===== config.mk =====
export PLATFORM = sky130hd
export DESIGN_NAME = uart_word_bridge
export DESIGN_NICKNAME = d
export VERILOG_FILES = /design/src/rtl/uart_word_bridge.sv
export SDC_FILE = /design/constraint.sdc
export NUM_CORES = 1
export LEC_CHECK = 0
export BUFFER_PORTS_ARGS = -buffer_cell sky130_fd_sc_hd__buf_2
export CAP_MARGIN = 30
export CORE_MARGIN = 2
export CORE_UTILIZATION = 50
export DETAILED_ROUTE_END_ITERATION = 6
export PLACE_DENSITY = 0.75
export REMOVE_ABC_BUFFERS = 1
export SYNTH_ARGS = -nofsm -noshare
export SYNTH_HDL_FRONTEND = slang
export SYNTH_SLANG_ARGS = --single-unit
export TNS_END_PERCENT = 10

===== constraint.sdc =====
create_clock -name i_clk -period 3.2 [get_ports i_clk]
set_clock_uncertainty 0.1 [all_clocks]
set_input_delay 0.16 -clock i_clk [delete_from_list [all_inputs] [get_ports i_clk]]
set_output_delay 0.16 -clock i_clk [all_outputs]
set_load 0.01 [all_outputs]

===== src/rtl/uart_word_bridge.sv =====
// uart_word_bridge: packs bytes popped from the UART receive FIFO into
// little-endian words, and unpacks words into bytes for the UART transmit
// FIFO. The receive and transmit paths share nothing but the clock and reset.
module uart_word_bridge #(
  parameter int DATA_W  = 32,
  parameter int TIMEOUT = 50000
) (
  input  logic              i_clk,
  input  logic              i_reset,
  input  logic              i_rx_empty,
  input  logic [7:0]        i_r_data,
  output logic              o_rd_uart,
  input  logic              i_tx_full,
  output logic              o_wr_uart,
  output logic [7:0]        o_w_data,
  output logic [DATA_W-1:0] o_rx_word,
  output logic              o_rx_valid,
  output logic              o_rx_err,
  input  logic [DATA_W-1:0] i_tx_word,
  input  logic              i_tx_valid,
  output logic              o_tx_ready
);

  localparam int NB = DATA_W / 8;
  localparam int IW = (NB > 1) ? $clog2(NB) : 1;
  localparam int TW = (TIMEOUT > 1) ? $clog2(TIMEOUT + 1) : 1;
  localparam logic [IW-1:0] LAST_IDX = IW'(NB - 1);

  typedef enum logic {RX_IDLE, RX_POP} rx_state_t;
  typedef enum logic [1:0] {TX_IDLE, TX_SEND, TX_GAP} tx_state_t;

  rx_state_t           rx_state, rx_state_n;
  logic [IW-1:0]       rx_idx, rx_idx_n;
  logic [DATA_W-1:0]   rx_buf, rx_buf_n;
  logic [TW-1:0]       rx_cnt, rx_cnt_n;
  logic [DATA_W-1:0]   rx_word_n;
  logic                rd_n, rx_valid_n, rx_err_n;

  tx_state_t           tx_state, tx_state_n;
  logic [IW-1:0]       tx_idx, tx_idx_n;
  logic [DATA_W-1:0]   tx_buf, tx_buf_n;
  logic                wr_n;
  logic [7:0]          w_data_n;

  // RX next state: capture a byte per pop, publish the word on the last lane,
  // and drop a stale partial word once the inactivity counter expires
  always_comb begin
    rx_state_n = rx_state;
    rx_idx_n   = rx_idx;
    rx_buf_n   = rx_buf;
    rx_cnt_n   = rx_cnt;
    rx_word_n  = o_rx_word;
    rd_n       = 1'b0;
    rx_valid_n = 1'b0;
    rx_err_n   = 1'b0;
    case (rx_state)
      RX_IDLE: begin
        if (!i_rx_empty) begin
          rx_buf_n[8*int'(rx_idx) +: 8] = i_r_data;
          rd_n       = 1'b1;
          rx_cnt_n   = '0;
          rx_state_n = RX_POP;
          if (rx_idx == LAST_IDX) begin
            rx_word_n  = rx_buf_n;
            rx_valid_n = 1'b1;
            rx_idx_n   = '0;
          end else begin
            rx_idx_n = rx_idx + 1'b1;
          end
        end else if ((TIMEOUT > 0) && (rx_idx != '0)) begin
          if (rx_cnt == TW'(TIMEOUT - 1)) begin
            rx_cnt_n = '0;
            rx_idx_n = '0;
            rx_err_n = 1'b1;
          end else begin
            rx_cnt_n = rx_cnt + 1'b1;
          end
        end
      end
      RX_POP:  rx_state_n = RX_IDLE;
      default: rx_state_n = RX_IDLE;
    endcase
  end

  // RX state and registered outputs
  always_ff @(posedge i_clk or posedge i_reset) begin
    if (i_reset) begin
      rx_state   <= RX_IDLE;
      rx_idx     <= '0;
      rx_buf     <= '0;
      rx_cnt     <= '0;
      o_rx_word  <= '0;
      o_rd_uart  <= 1'b0;
      o_rx_valid <= 1'b0;
      o_rx_err   <= 1'b0;
    end else begin
      rx_state   <= rx_state_n;
      rx_idx     <= rx_idx_n;
      rx_buf     <= rx_buf_n;
      rx_cnt     <= rx_cnt_n;
      o_rx_word  <= rx_word_n;
      o_rd_uart  <= rd_n;
      o_rx_valid <= rx_valid_n;
      o_rx_err   <= rx_err_n;
    end
  end

  // TX next state: latch a word, then push one byte per SEND/GAP pair,
  // waiting in SEND while the transmit FIFO is full
  always_comb begin
    tx_state_n = tx_state;
    tx_idx_n   = tx_idx;
    tx_buf_n   = tx_buf;
    wr_n       = 1'b0;
    w_data_n   = o_w_data;
    case (tx_state)
      TX_IDLE: begin
        if (i_tx_valid) begin
          tx_buf_n   = i_tx_word;
          tx_idx_n   = '0;
          tx_state_n = TX_SEND;
        end
      end
      TX_SEND: begin
        if (!i_tx_full) begin
          wr_n       = 1'b1;
          w_data_n   = tx_buf[8*int'(tx_idx) +: 8];
          tx_state_n = TX_GAP;
        end
      end
      TX_GAP: begin
        if (tx_idx == LAST_IDX) begin
          tx_state_n = TX_IDLE;
        end else begin
          tx_idx_n   = tx_idx + 1'b1;
          tx_state_n = TX_SEND;
        end
      end
      default: tx_state_n = TX_IDLE;
    endcase
  end

  // TX state and registered outputs
  always_ff @(posedge i_clk or posedge i_reset) begin
    if (i_reset) begin
      tx_state  <= TX_IDLE;
      tx_idx    <= '0;
      tx_buf    <= '0;
      o_wr_uart <= 1'b0;
      o_w_data  <= '0;
    end else begin
      tx_state  <= tx_state_n;
      tx_idx    <= tx_idx_n;
      tx_buf    <= tx_buf_n;
      o_wr_uart <= wr_n;
      o_w_data  <= w_data_n;
    end
  end

  assign o_tx_ready = (tx_state == TX_IDLE);

endmodule


==> reports/results.tsv <==
stage	metric	value	unit
cts	# resized after CTS	0	
routing	DR WL/cell	17.5	um
place	Port Buf Inserts	89	
setup_path	worst-path maximum fanout	11	
setup_path	CP Launch Type	flop	
floorplan	Core Rows	37	
setup_path	crit path cell chain	inv_1 -> ha_1 -> inv_2 -> nor4b_4 -> and2_1 -> a22o_1	
synthesis	Async SR Flop Fraction	100	%
timing	worst slew pin tran	801	ps
power	internal cell power	4.29	mW
cts	CTS Buf Count	17	
cts	TritonCTS clock tree	done	
timing	max-slew violations	0	
setup_path	Worst setup EP type	flop	
power	pwr dens	900	nW/um^2
synthesis	largest family of logic cells by synthesized area	compound AO/OA/AOI/OAI gates	
timing	setup tns final	0	ps
place	hpwl dp	7.67	mm
floorplan	I/O pins	90	
routing	Vias/cell	5.58	
synthesis	post-synth cell types	48	
synthesis	Post-Synth XOR/XNOR Area	1.30	%
synthesis	Synth Area in Compound Gates	12.5	%
power	logic gate share of total power	28.6	%
grt	gr usage total	23.1	%
grt	wire length of the first global-routing pass	20.7	mm
grt	vias in the first global route	4177	
job	max-cap check violation count	0	
grt	number of antenna violations at the first check in global routing	0	
synthesis	Synth Area in Adders	1.63	%
routing	final antenna-violating net count	0	
timing	f_max	370	MHz
cts	post-CTS setup buffer count	0	
layout	fraction of layout cells with a size suffix above 1	32.4	%
synthesis	predominant post-synthesis flop cell	dfrtp_1	
synthesis	Syn. warnings	0	
power	IR drop worst, VDD	0.000474	V
routing	Pre-antenna DRT Iters	4	
setup_path	slowest CP cell	nor4b_4	
cts	Clock Latency Late Sink	510	ps
setup_path	CP Data Arrival Time	3050	ps
min_path	Hold WC Path Type	in -> async	
synthesis	area of the mapped netlist	5370	um^2
layout	fin nets	617	
routing	initial DRC count	244	
setup_path	CP delay by family, top	simple AND/OR/NAND/NOR gates	
synthesis	Seq/Total Area, Yosys	56.8	%
timing	Slew headroom	46.6	%
timing	Final period util	84.3	%
floorplan	Die H	108	um
layout	# diodes	0	
floorplan	Initial Utilization	51.8	%
setup_path	Buf/Inv on CP	2	
power	leakage power	3.21	nW
run_status	outcome	finished, final reports clean	
synthesis	mux contribution to synthesized area	12.1	%
synthesis	Post-Synthesis Cells	439	
grt	total grt overflow	0	
timing	Hold Violations, Final	0	
routing	via count	3986	
synthesis	EDFF count, synth	0	
floorplan	die area	11600	um^2
floorplan	Die W	108	um
timing	Hold Slack	261	ps
layout	Area Overhead vs Synth	29.0	%
cts	CTS clock-pin slew for the worst setup and hold paths	60	ps
power	Net Switching	1.94	mW
power	sequential share of power	40.4	%
power	Net Sw Frac	31.2	%
routing	Detailed Route WL	12.5	mm
setup_path	CP max stage delay	540	ps
setup_path	critical path type	reg -> reg	
synthesis	Synth Area in Simple Gates	12.3	%
cts	clock root cell	clkbuf_8	
cts	CTS H-tree lvls	4	
setup_path	R2R setup slack	500	ps
timing	RSZ-0062 raised after global routing	false	
grt	largest net degree at the start of global routing	67	
setup_path	WP data required	3550	ps
timing	crit path time final	2700	ps
place	Placer Congestion	0.823	
floorplan	Core Area	10400	um^2
timing	# setup viols final	0	
power	Clk pwr share	31.0	%
routing	DRC Markers	0	
cts	Clock Path Buffers	2	
synthesis	Yosys reg bits	122	
synthesis	mean post-synth cell area	12.2	um^2
cts	total clock sinks	122	
## cells in the mapped netlist (3+ instances only)
cell | instances | area share [%]
ha_1 | 7 | 1.6
a221oi_1 | 6 | 0.98
o21ai_0 | 25 | 2.3
nand3_1 | 4 | 0.37
mux2_2 | 40 | 8.4
nor2_1 | 24 | 1.7
xor2_1 | 8 | 1.3
nand4_1 | 5 | 0.58
o31ai_1 | 3 | 0.42
a22o_1 | 34 | 5.5
buf_1 | 7 | 0.49
dfrtp_1 | 122 | 57
and2_1 | 5 | 0.58
buf_2 | 10 | 0.93
mux4_2 | 8 | 3.4
nor2b_1 | 20 | 2.3
clkbuf_1 | 7 | 0.49
nand2_1 | 35 | 2.4
buf_4 | 5 | 0.70
inv_1 | 5 | 0.35
a21oi_1 | 24 | 2.2
## stage by stage
stage	total power, mW	setup slack, ps	instance area [um^2]	cells	utilization [%]
detailed placement	4.22	536	5890	638	56.8
finish	6.24	501	6930	714	66.9
CTS	6.25	549	6930	714	66.9
floorplan	3.63	-303	5220	408	-
global placement	4.13	657	5890	638	56.8
global route	6.58	304	6930	714	66.9
## power groups by stage
stage               clock, mW  sequential [mW]  combinational [mW]
floorplan                   0             2.53                1.10
global placement            0             2.48                1.65
detailed placement          0             2.51                1.71
CTS                      1.96             2.51                1.78
global route             2.03             2.59                1.96
finish                   1.93             2.52                1.79
## final cells by class
type / count / area (um^2)
fillers: 720 / 3440
flip-flops and latches: 122 / 3050
multi-input cells: 280 / 2140
repair buffers: 138 / 936
clock buffers: 19 / 442
well taps: 136 / 170
clock inverters: 13 / 166
inverters: 6 / 25.0
## registers in the layout, summed over array words and instances (netlist names)
name        flops
rx_idx          2
o_w_data        8
o_wr_uart       1
rx_cnt         16
tx_idx          2
tx_buf         32
tx_state        2
rx_buf         24
o_rx_valid      1
o_rx_err        1
o_rd_uart       1
o_rx_word      32
## metal layers
layer	global-route usage [%]	part of all wire (%)	up-vias
li1	-	-	1835
met1	31.2	43	1997
met2	36.2	49	141
met3	6.23	6.1	13
met4	8.15	1.3	0
met5	0	0	-
## layout by cell type (no fill, tap or decap), drive strengths merged, types with 2 or more instances in the layout
| cell | count |
|---|---|
| a21oi | 26 |
| a221oi | 6 |
| a22o | 34 |
| and2 | 5 |
| and3 | 3 |
| and4 | 3 |
| buf | 94 |
| bufinv | 3 |
| clkbuf | 19 |
| clkinv | 5 |
| clkinvlp | 3 |
| dfrtp | 122 |
| dlygate4sd3 | 44 |
| ha | 7 |
| inv | 8 |
| mux2 | 41 |
| mux4 | 8 |
| nand2 | 35 |
| nand3 | 5 |
| nand3b | 2 |
| nand4 | 5 |
| nor2 | 25 |
| nor2b | 20 |
| nor3b | 2 |
| nor4 | 3 |
| nor4b | 3 |
| o21ai | 25 |
| o31ai | 3 |
| or3 | 3 |
| or4 | 2 |
| xor2 | 8 |
## worst min-delay path, stage by stage
cell and delay (ps):
dlygate4sd3_1 530, buf_2 130, inv_4 570
## what timing repair did
item,4_1_cts,5_1_grt
setup endpoints to repair,0,0
endpoints found under the hold margin,162,0
hold buffers,44,0
## final timing paths
path	start	to	depth (start not counted)
max	rx_idx[0]$_DFFE_PP0P_	rx_buf[5]$_DFFE_PP0P_	6
min	i_reset	tx_buf[23]$_DFFE_PP0P_	3
max reg2reg	rx_idx[0]$_DFFE_PP0P_	rx_buf[5]$_DFFE_PP0P_	6
min reg2reg	o_rx_word[15]$_DFFE_PP0P_	o_rx_word[15]$_DFFE_PP0P_	2
max in group asynchronous	i_reset	o_rx_word[0]$_DFFE_PP0P_	4
min in group i_clk	i_tx_word[7]	tx_buf[7]$_DFFE_PP0P_	3
## kinds of logic after synthesis
kind of cell | Yosys count
AOI/OAI and AO/OA | 98
xor gates and xnor gates | 8
adders and majority gates | 7
buffers and inverters | 37
DFF | 122
muxes | 50
and+or+nand+nor | 117
No activity file was read; power rests on OpenSTA's default activity.
